==> src/rtl/csr_trap_csr_trap_ctrl.sv <==

==> src/rtl/csr_trap_ctrl.sv <==
// ---------------------------------------------------------------------------
// csr_trap_ctrl
//
// Trap / mret sequencer sitting between the commit stage and the CSR file.
//
// On an accepted exception it:
//    1. writes mepc
//    2. writes mcause
//    3. writes mtval (only when TRAP_TVAL_EN is defined)
//    4. reads mtvec
//    5. emits a one-cycle redirect to the trap vector.
//
// On an accepted mret it reads mepc and emits a one-cycle redirect to it.
// The pipeline is held (io_stall) for the whole sequence. New requests are
// only looked at in IDLE; anything presented in another state is dropped.
//
// Configuration macro:
//    TRAP_TVAL_EN - when defined, the mtval write state is present and
//                   io_exc_tval is used. When undefined, mcause is followed
//                   directly by the mtvec read and mtval is never written.
//
// Ports:
//    clock            sole clock, rising edge
//    reset            synchronous active-high reset
//    io_exc_valid     exception request from commit
//    io_exc_pc        faulting PC
//    io_exc_cause     cause (bit 63 = interrupt)
//    io_exc_tval      trap value
//    io_mret_valid    mret request from commit
//    io_csr_wen       CSR write strobe
//    io_csr_addr      CSR address for the current write/read
//    io_csr_wdata     CSR write data
//    io_csr_rdata     combinational CSR read data for io_csr_addr
//    io_stall         pipeline hold while not IDLE
//    io_redir_valid   one-cycle redirect pulse
//    io_redir_target  redirect PC; holds its last value between pulses
// ---------------------------------------------------------------------------
module csr_trap_ctrl (
   input  logic        clock,
   input  logic        reset,
   input  logic        io_exc_valid,
   input  logic [63:0] io_exc_pc,
   input  logic [63:0] io_exc_cause,
   input  logic [63:0] io_exc_tval,
   input  logic        io_mret_valid,
   output logic        io_csr_wen,
   output logic [11:0] io_csr_addr,
   output logic [63:0] io_csr_wdata,
   input  logic [63:0] io_csr_rdata,
   output logic        io_stall,
   output logic        io_redir_valid,
   output logic [63:0] io_redir_target
);

   localparam logic [11:0] ADDR_MTVEC  = 12'h305;
   localparam logic [11:0] ADDR_MEPC   = 12'h341;
   localparam logic [11:0] ADDR_MCAUSE = 12'h342;
   localparam logic [11:0] ADDR_MTVAL  = 12'h343;

   typedef enum logic [2:0] {
      IDLE    = 3'd0,
      W_EPC   = 3'd1,
      W_CAUSE = 3'd2,
      W_TVAL  = 3'd3,
      RD_TVEC = 3'd4,
      RD_EPC  = 3'd5,
      REDIR   = 3'd6
   } state_t;

   state_t      state_reg, state_next;
   logic [63:0] pc_reg, pc_next;
   logic [63:0] cause_reg, cause_next;
   logic [63:0] target_reg, target_next;

`ifdef TRAP_TVAL_EN
   logic [63:0] tval_reg, tval_next;
`else
   // The trap value is not needed in this build; reduce it so the input
   // is visibly consumed and nothing is left dangling.
   logic unused_tval;
   assign unused_tval = ^io_exc_tval;
`endif

   // Trap vector computation from the mtvec read data.
   // Vectored mode (mode field == 1) only applies to interrupts; the offset
   // is 4 * cause[5:0] and the sum wraps naturally at 64 bits.
   logic [63:0] tvec_base;
   logic [63:0] tvec_offset;
   logic        tvec_vectored;
   logic [63:0] tvec_target;

   assign tvec_base     = {io_csr_rdata[63:2], 2'b00};
   assign tvec_offset   = {56'd0, cause_reg[5:0], 2'b00};
   assign tvec_vectored = (io_csr_rdata[1:0] == 2'b01) && cause_reg[63];
   assign tvec_target   = tvec_vectored ? (tvec_base + tvec_offset) : tvec_base;

   // ------------------------------------------------------------------
   // State and data registers
   // ------------------------------------------------------------------
   always_ff @(posedge clock) begin
      if (reset) begin
         state_reg  <= IDLE;
         pc_reg     <= '0;
         cause_reg  <= '0;
         target_reg <= '0;
`ifdef TRAP_TVAL_EN
         tval_reg   <= '0;
`endif
      end else begin
         state_reg  <= state_next;
         pc_reg     <= pc_next;
         cause_reg  <= cause_next;
         target_reg <= target_next;
`ifdef TRAP_TVAL_EN
         tval_reg   <= tval_next;
`endif
      end
   end

   // ------------------------------------------------------------------
   // Next-state and output logic
   // ------------------------------------------------------------------
   always_comb begin
      state_next     = state_reg;
      pc_next        = pc_reg;
      cause_next     = cause_reg;
      target_next    = target_reg;
`ifdef TRAP_TVAL_EN
      tval_next      = tval_reg;
`endif
      io_csr_wen     = 1'b0;
      io_csr_addr    = '0;
      io_csr_wdata   = '0;
      io_stall       = 1'b1;
      io_redir_valid = 1'b0;

      case (state_reg)
         IDLE: begin
            io_stall = 1'b0;
            // Exception has priority; a simultaneous mret is dropped.
            if (io_exc_valid) begin
               pc_next    = io_exc_pc;
               cause_next = io_exc_cause;
`ifdef TRAP_TVAL_EN
               tval_next  = io_exc_tval;
`endif
               state_next = W_EPC;
            end else if (io_mret_valid) begin
               state_next = RD_EPC;
            end
         end

         W_EPC: begin
            io_csr_wen   = 1'b1;
            io_csr_addr  = ADDR_MEPC;
            io_csr_wdata = pc_reg;
            state_next   = W_CAUSE;
         end

         W_CAUSE: begin
            io_csr_wen   = 1'b1;
            io_csr_addr  = ADDR_MCAUSE;
            io_csr_wdata = cause_reg;
`ifdef TRAP_TVAL_EN
            state_next   = W_TVAL;
`else
            state_next   = RD_TVEC;
`endif
         end

`ifdef TRAP_TVAL_EN
         W_TVAL: begin
            io_csr_wen   = 1'b1;
            io_csr_addr  = ADDR_MTVAL;
            io_csr_wdata = tval_reg;
            state_next   = RD_TVEC;
         end
`else
         // Unreachable in this build; fall back to IDLE if ever entered.
         W_TVAL: begin
            state_next = IDLE;
         end
`endif

         RD_TVEC: begin
            io_csr_addr = ADDR_MTVEC;
            target_next = tvec_target;
            state_next  = REDIR;
         end

         RD_EPC: begin
            io_csr_addr = ADDR_MEPC;
            target_next = {io_csr_rdata[63:1], 1'b0};
            state_next  = REDIR;
         end

         REDIR: begin
            io_redir_valid = 1'b1;
            state_next     = IDLE;
         end

         default: begin
            state_next = IDLE;
         end
      endcase
   end

   // Target is a register so it holds between redirect pulses.
   assign io_redir_target = target_reg;

endmodule

==> config.mk <==
export PLATFORM = sky130hd
export DESIGN_NAME = csr_trap_ctrl
export DESIGN_NICKNAME = d
export VERILOG_FILES = /design/src/rtl/csr_trap_csr_trap_ctrl.sv /design/src/rtl/csr_trap_ctrl.sv
export SDC_FILE = /design/constraint.sdc
export NUM_CORES = 1
export LEC_CHECK = 0
export ABC_AREA = 1
export ABC_CLOCK_PERIOD_IN_PS = 4890
export CAP_MARGIN = 20
export CORE_AREA = 2 2 157 159
export DETAILED_ROUTE_END_ITERATION = 12
export DIE_AREA = 0 0 159 161
export GPL_TIMING_DRIVEN = 0
export MAX_ROUTING_LAYER = met4
export PLACE_DENSITY = 0.87
export REMOVE_ABC_BUFFERS = 1
export SLEW_MARGIN = 25
export SYNTH_ARGS = -nofsm -noshare
export SYNTH_HDL_FRONTEND = slang
export SYNTH_SLANG_ARGS = --single-unit
==> constraint.sdc <==
create_clock -name clock -period 4.89 [get_ports clock]
set_input_delay 1.2225 -clock clock [delete_from_list [all_inputs] [get_ports clock]]
set_output_delay 1.2225 -clock clock [all_outputs]
set_load 0.01 [all_outputs]
==> reports/qor.log <==
[run_status] outcome finished clean
[sta] final setup fails 0
[critical_path] FF-to-FF Start state_reg[0]
[layout] nets 1960
[yosys] part of the Yosys area used for sequential elements 0.397
[sta] unrepaired setup endpoints after global routing false
[yosys] number of synthesized register bits 194
[floorplan] num rows 57
[placement] Placed Instance Area 13300 sq um
[placement] Port Buffer Count 331
[yosys] count of distinct cell types in the synthesized netlist 43
[sta] Max Slew Vio Count 0
[floorplan] total core area 24000 sq um
[routing] average wire length per cell after detail routing 16.3 um
[hold_path] worst hold path class reg -> reg
[critical_path] startpoint type of the worst setup path flop
[critical_path] type of the worst setup path reg -> out
[sta] number of hold violations in the final report 0
[cts] quantity of gates resized following cts 0
[global_routing] initial antenna violation count 1
[pwr] reported leakage power 0.00561 uW
[global_routing] number of global-route vias before repair 10.2k
[yosys] Yosys Warn Count 0
[floorplan] die area 25600 sq um
[routing] remaining number of nets flagged by the antenna check after routing 0
[pwr] combinational fraction of design power 0.411
[pwr] part of the total power dissipated in the clock network 0.233
[cts] clock tree from TritonCTS built
[cts] post-CTS setup buffers 0
[cts] CTS clock-pin slew for the worst setup and hold paths 80 ps
[critical_path] critical path data required time 3670 ps
[yosys] Top FF cell, synth sky130_fd_sc_hd__dfxtp_1
[cts] library cell used as clock root buffer sky130_fd_sc_hd__clkbuf_16
[cts] total clock sinks 194
[global_routing] All-Layer GR Usage 0.260
[sta] Fin Setup TNS 0 ps
[layout] area of all placed cells without fillers 14000 sq um
[layout] Synth-to-Final Area Change 42.8%
[floorplan] die extent in y 161 um
[job] max-cap violations 0
[sta] upper clock frequency limit 265 MHz
[cts] Clock Latency Late Sink 440 ps
[routing] drt first pass iters 6
[critical_path] largest fanout on the critical path 57
[critical_path] CP endpoint kind output pin
[routing] DRC violation count after routing 0
[pwr] portion of total power attributed to sequential cells 0.356
[sta] Worst slew margin 0.507
[global_routing] largest net degree at the start of global routing 116
[routing] drt first-iter violations 790
[yosys] cell area after synthesis 9780 sq um
[sta] Final Skew 18.7 ps
[critical_path] Arr. time, crit path 2550 ps
[global_routing] GRT Residual Overflow 0
[yosys] Post-synth ARST share 0
[floorplan] Initial Utilization 0.408
[cts] number of buffers inserted by hold repair at cts 0
[floorplan] die outline width 159 um
[routing] post-detailed-route via-to-cell ratio 5.16
[sta] Min Clock Period, post-route 3770 ps
[placement] DP Wirelength 24.9 mm
[critical_path] Worst Reg-to-Reg Cells 7
[floorplan] number of I/O pins 403
[layout] share of layout cells above drive strength 1 0.0545
[pwr] switch share 0.376
[sta] transition time of the tightest slew-check pin 739 ps
[pwr] P_int 3940 uW
[critical_path] CP endpoint io_csr_wdata[4]
[layout] share of the core filled with cells in the final layout 0.583
[routing] vias after detailed routing 10.5k
[yosys] number of enable flip-flop cells after synthesis 0
[routing] routed wire length 33.1 mm
[cts] number of buffers created by CTS 17
[sta] worst setup slack after layout 1120 ps
[placement] Setup WS pre-CTS 1230 ps
[cts] level count of the clock H-tree 4
[pwr] total power divided by cell area 452 nW/um^2
[pwr] Worst VDD drop 0.234 mV
[yosys] number of cells produced by synthesis 1414
[critical_path] R2R Path End pc_reg[44]
[cts] largest buffer count on any clock path 2
[critical_path] worst reg2reg setup slack 2240 ps
[pwr] P_sw 2370 uW
[layout] fill cell count 2174
[yosys] syn avg cell area 6.92 sq um
[global_routing] global-route wire length before repair 51.7 mm
[placement] global placer's final weighted congestion 0.955
[critical_path] startpoint of the most critical setup path state_reg[0]
[sta] final clock period utilization by the worst path 0.771
==> per-layer routing <==
layer  vias to the layer above  routed length, um  global-route usage
li1                       5194                  -                   -
met1                      4797              13500               0.306
met2                       446              16000               0.433
met3                        46               2730              0.0629
met4                         0                918              0.0938
met5                         -                  0                   -
==> cell usage in the layout (no fill, tap or decap), types with 5 or more instances in the layout <==
cell / netlist / routed
sky130_fd_sc_hd__nand2_1: 166 / 165
sky130_fd_sc_hd__o21ai_1: 11 / 11
sky130_fd_sc_hd__nor2_2: 12 / 12
sky130_fd_sc_hd__o21ai_0: 173 / 173
sky130_fd_sc_hd__clkinv_8: 0 / 6
sky130_fd_sc_hd__buf_16: 0 / 5
sky130_fd_sc_hd__clkdlybuf4s50_1: 0 / 330
sky130_fd_sc_hd__o211ai_1: 11 / 11
sky130_fd_sc_hd__nand3_1: 54 / 53
sky130_fd_sc_hd__inv_1: 237 / 235
sky130_fd_sc_hd__a21oi_1: 164 / 164
sky130_fd_sc_hd__dfxtp_1: 194 / 194
sky130_fd_sc_hd__o22ai_1: 64 / 64
sky130_fd_sc_hd__clkbuf_16: 0 / 17
sky130_fd_sc_hd__nor2_1: 124 / 123
sky130_fd_sc_hd__nand3b_1: 9 / 9
sky130_fd_sc_hd__ha_1: 6 / 6
sky130_fd_sc_hd__nand4_1: 24 / 24
sky130_fd_sc_hd__nand2_2: 6 / 6
sky130_fd_sc_hd__nor3_1: 19 / 19
sky130_fd_sc_hd__xor2_1: 7 / 7
sky130_fd_sc_hd__inv_6: 0 / 5
sky130_fd_sc_hd__conb_1: 1 / 7
==> how the worst min path moves through the flow <==
stage                        from             to  slack, ps  depth (start not counted)
floorplan           cause_reg[10]  cause_reg[10]        430                          2
global placement       pc_reg[63]     pc_reg[63]        440                          2
detailed placement  cause_reg[62]  cause_reg[62]        440                          2
CTS                 cause_reg[62]  cause_reg[62]        460                          2
global route        cause_reg[62]  cause_reg[62]        470                          2
finish              cause_reg[41]  cause_reg[41]        450                          2
==> layout make-up <==
| class | instances | area [sq um] | area share |
|---|---|---|---|
| well taps | 324 | 405 | 0.0290 |
| inverters | 241 | 912 | 0.0653 |
| diodes | 1 | 2.50 | 0.000179 |
| clock buffers | 18 | 439 | 0.0314 |
| clock inverters | 14 | 183 | 0.0131 |
| flip-flops and latches | 194 | 3880 | 0.278 |
| multi-input cells | 899 | 4620 | 0.331 |
| repair buffers | 340 | 3530 | 0.252 |
==> cell usage after synthesis, types with 2 or more instances <==
master	number	area [sq um]
sky130_fd_sc_hd__inv_1	237	890
sky130_fd_sc_hd__dfxtp_1	194	3880
sky130_fd_sc_hd__o21ai_0	173	866
sky130_fd_sc_hd__nand2_1	166	623
sky130_fd_sc_hd__a21oi_1	164	821
sky130_fd_sc_hd__nor2_1	124	465
sky130_fd_sc_hd__o22ai_1	64	400
sky130_fd_sc_hd__clkbuf_1	59	221
sky130_fd_sc_hd__nand3_1	54	270
sky130_fd_sc_hd__nand4_1	24	150
sky130_fd_sc_hd__nor3_1	19	95.1
sky130_fd_sc_hd__nor2_2	12	75.1
sky130_fd_sc_hd__o211ai_1	11	82.6
sky130_fd_sc_hd__o21ai_1	11	55.1
sky130_fd_sc_hd__buf_4	9	67.6
sky130_fd_sc_hd__nand3b_1	9	67.6
sky130_fd_sc_hd__xor2_1	7	61.3
sky130_fd_sc_hd__buf_1	6	22.5
sky130_fd_sc_hd__ha_1	6	75.1
sky130_fd_sc_hd__nand2_2	6	37.5
sky130_fd_sc_hd__buf_2	5	25.0
sky130_fd_sc_hd__clkbuf_8	4	55.1
sky130_fd_sc_hd__inv_2	4	15.0
sky130_fd_sc_hd__nand3_2	4	40.0
sky130_fd_sc_hd__nor3_2	4	40.0
sky130_fd_sc_hd__nor3_4	4	65.1
sky130_fd_sc_hd__or2_2	4	25.0
sky130_fd_sc_hd__xnor2_1	4	35.0
sky130_fd_sc_hd__a31oi_1	3	18.8
sky130_fd_sc_hd__buf_6	3	33.8
sky130_fd_sc_hd__nor4_1	3	18.8
sky130_fd_sc_hd__o21bai_1	3	22.5
sky130_fd_sc_hd__nand4_2	2	25.0
sky130_fd_sc_hd__nor2_4	2	22.5
sky130_fd_sc_hd__nor3b_1	2	15.0
==> per-stage QoR <==
step | std cells | hold slack, ps | total power (uW)
finish | 2031 | 455 | 6310
global route | 2031 | 467 | 6710
CTS | 2030 | 456 | 6340
detailed placement | 1998 | 444 | 4860
global placement | 1989 | 439 | 4750
floorplan | 1334 | 432 | 3610
==> kinds of logic (layout without fill, tap and decap cells) <==
| kind of cell | Yosys count | after routing | synth area share |
|---|---|---|---|
| and+or+nand+nor | 442 | 442 | 0.213 |
| AOI/OAI and AO/OA | 432 | 432 | 0.234 |
| buffers and inverters | 327 | 613 | 0.136 |
| DFF | 194 | 194 | 0.397 |
| xor gates and xnor gates | 11 | 11 | 0.00985 |
| adders and majority gates | 7 | 7 | 0.00972 |
| other | 1 | 8 | 0.000383 |
==> power by group through the flow <==
stage | Combinational (uW) | Sequential [uW] | Clock, uW
after floorplan | 1290 | 2320 | 0
after global placement | 2480 | 2270 | 0
after detailed placement | 2580 | 2280 | 0
after CTS | 2590 | 2250 | 1500
after global routing | 2860 | 2290 | 1560
final | 2590 | 2250 | 1470
==> critical path: stages, from the launching register on <==
cell and delay [ps]:
sky130_fd_sc_hd__dfxtp_1 420, sky130_fd_sc_hd__inv_1 140, sky130_fd_sc_hd__nor2_1 140, sky130_fd_sc_hd__inv_1 70
sky130_fd_sc_hd__nor2_1 170, sky130_fd_sc_hd__inv_4 120, sky130_fd_sc_hd__buf_16 200, sky130_fd_sc_hd__o22ai_1 150
sky130_fd_sc_hd__clkdlybuf4s50_1 670
(Power assumes the default switching activity.)
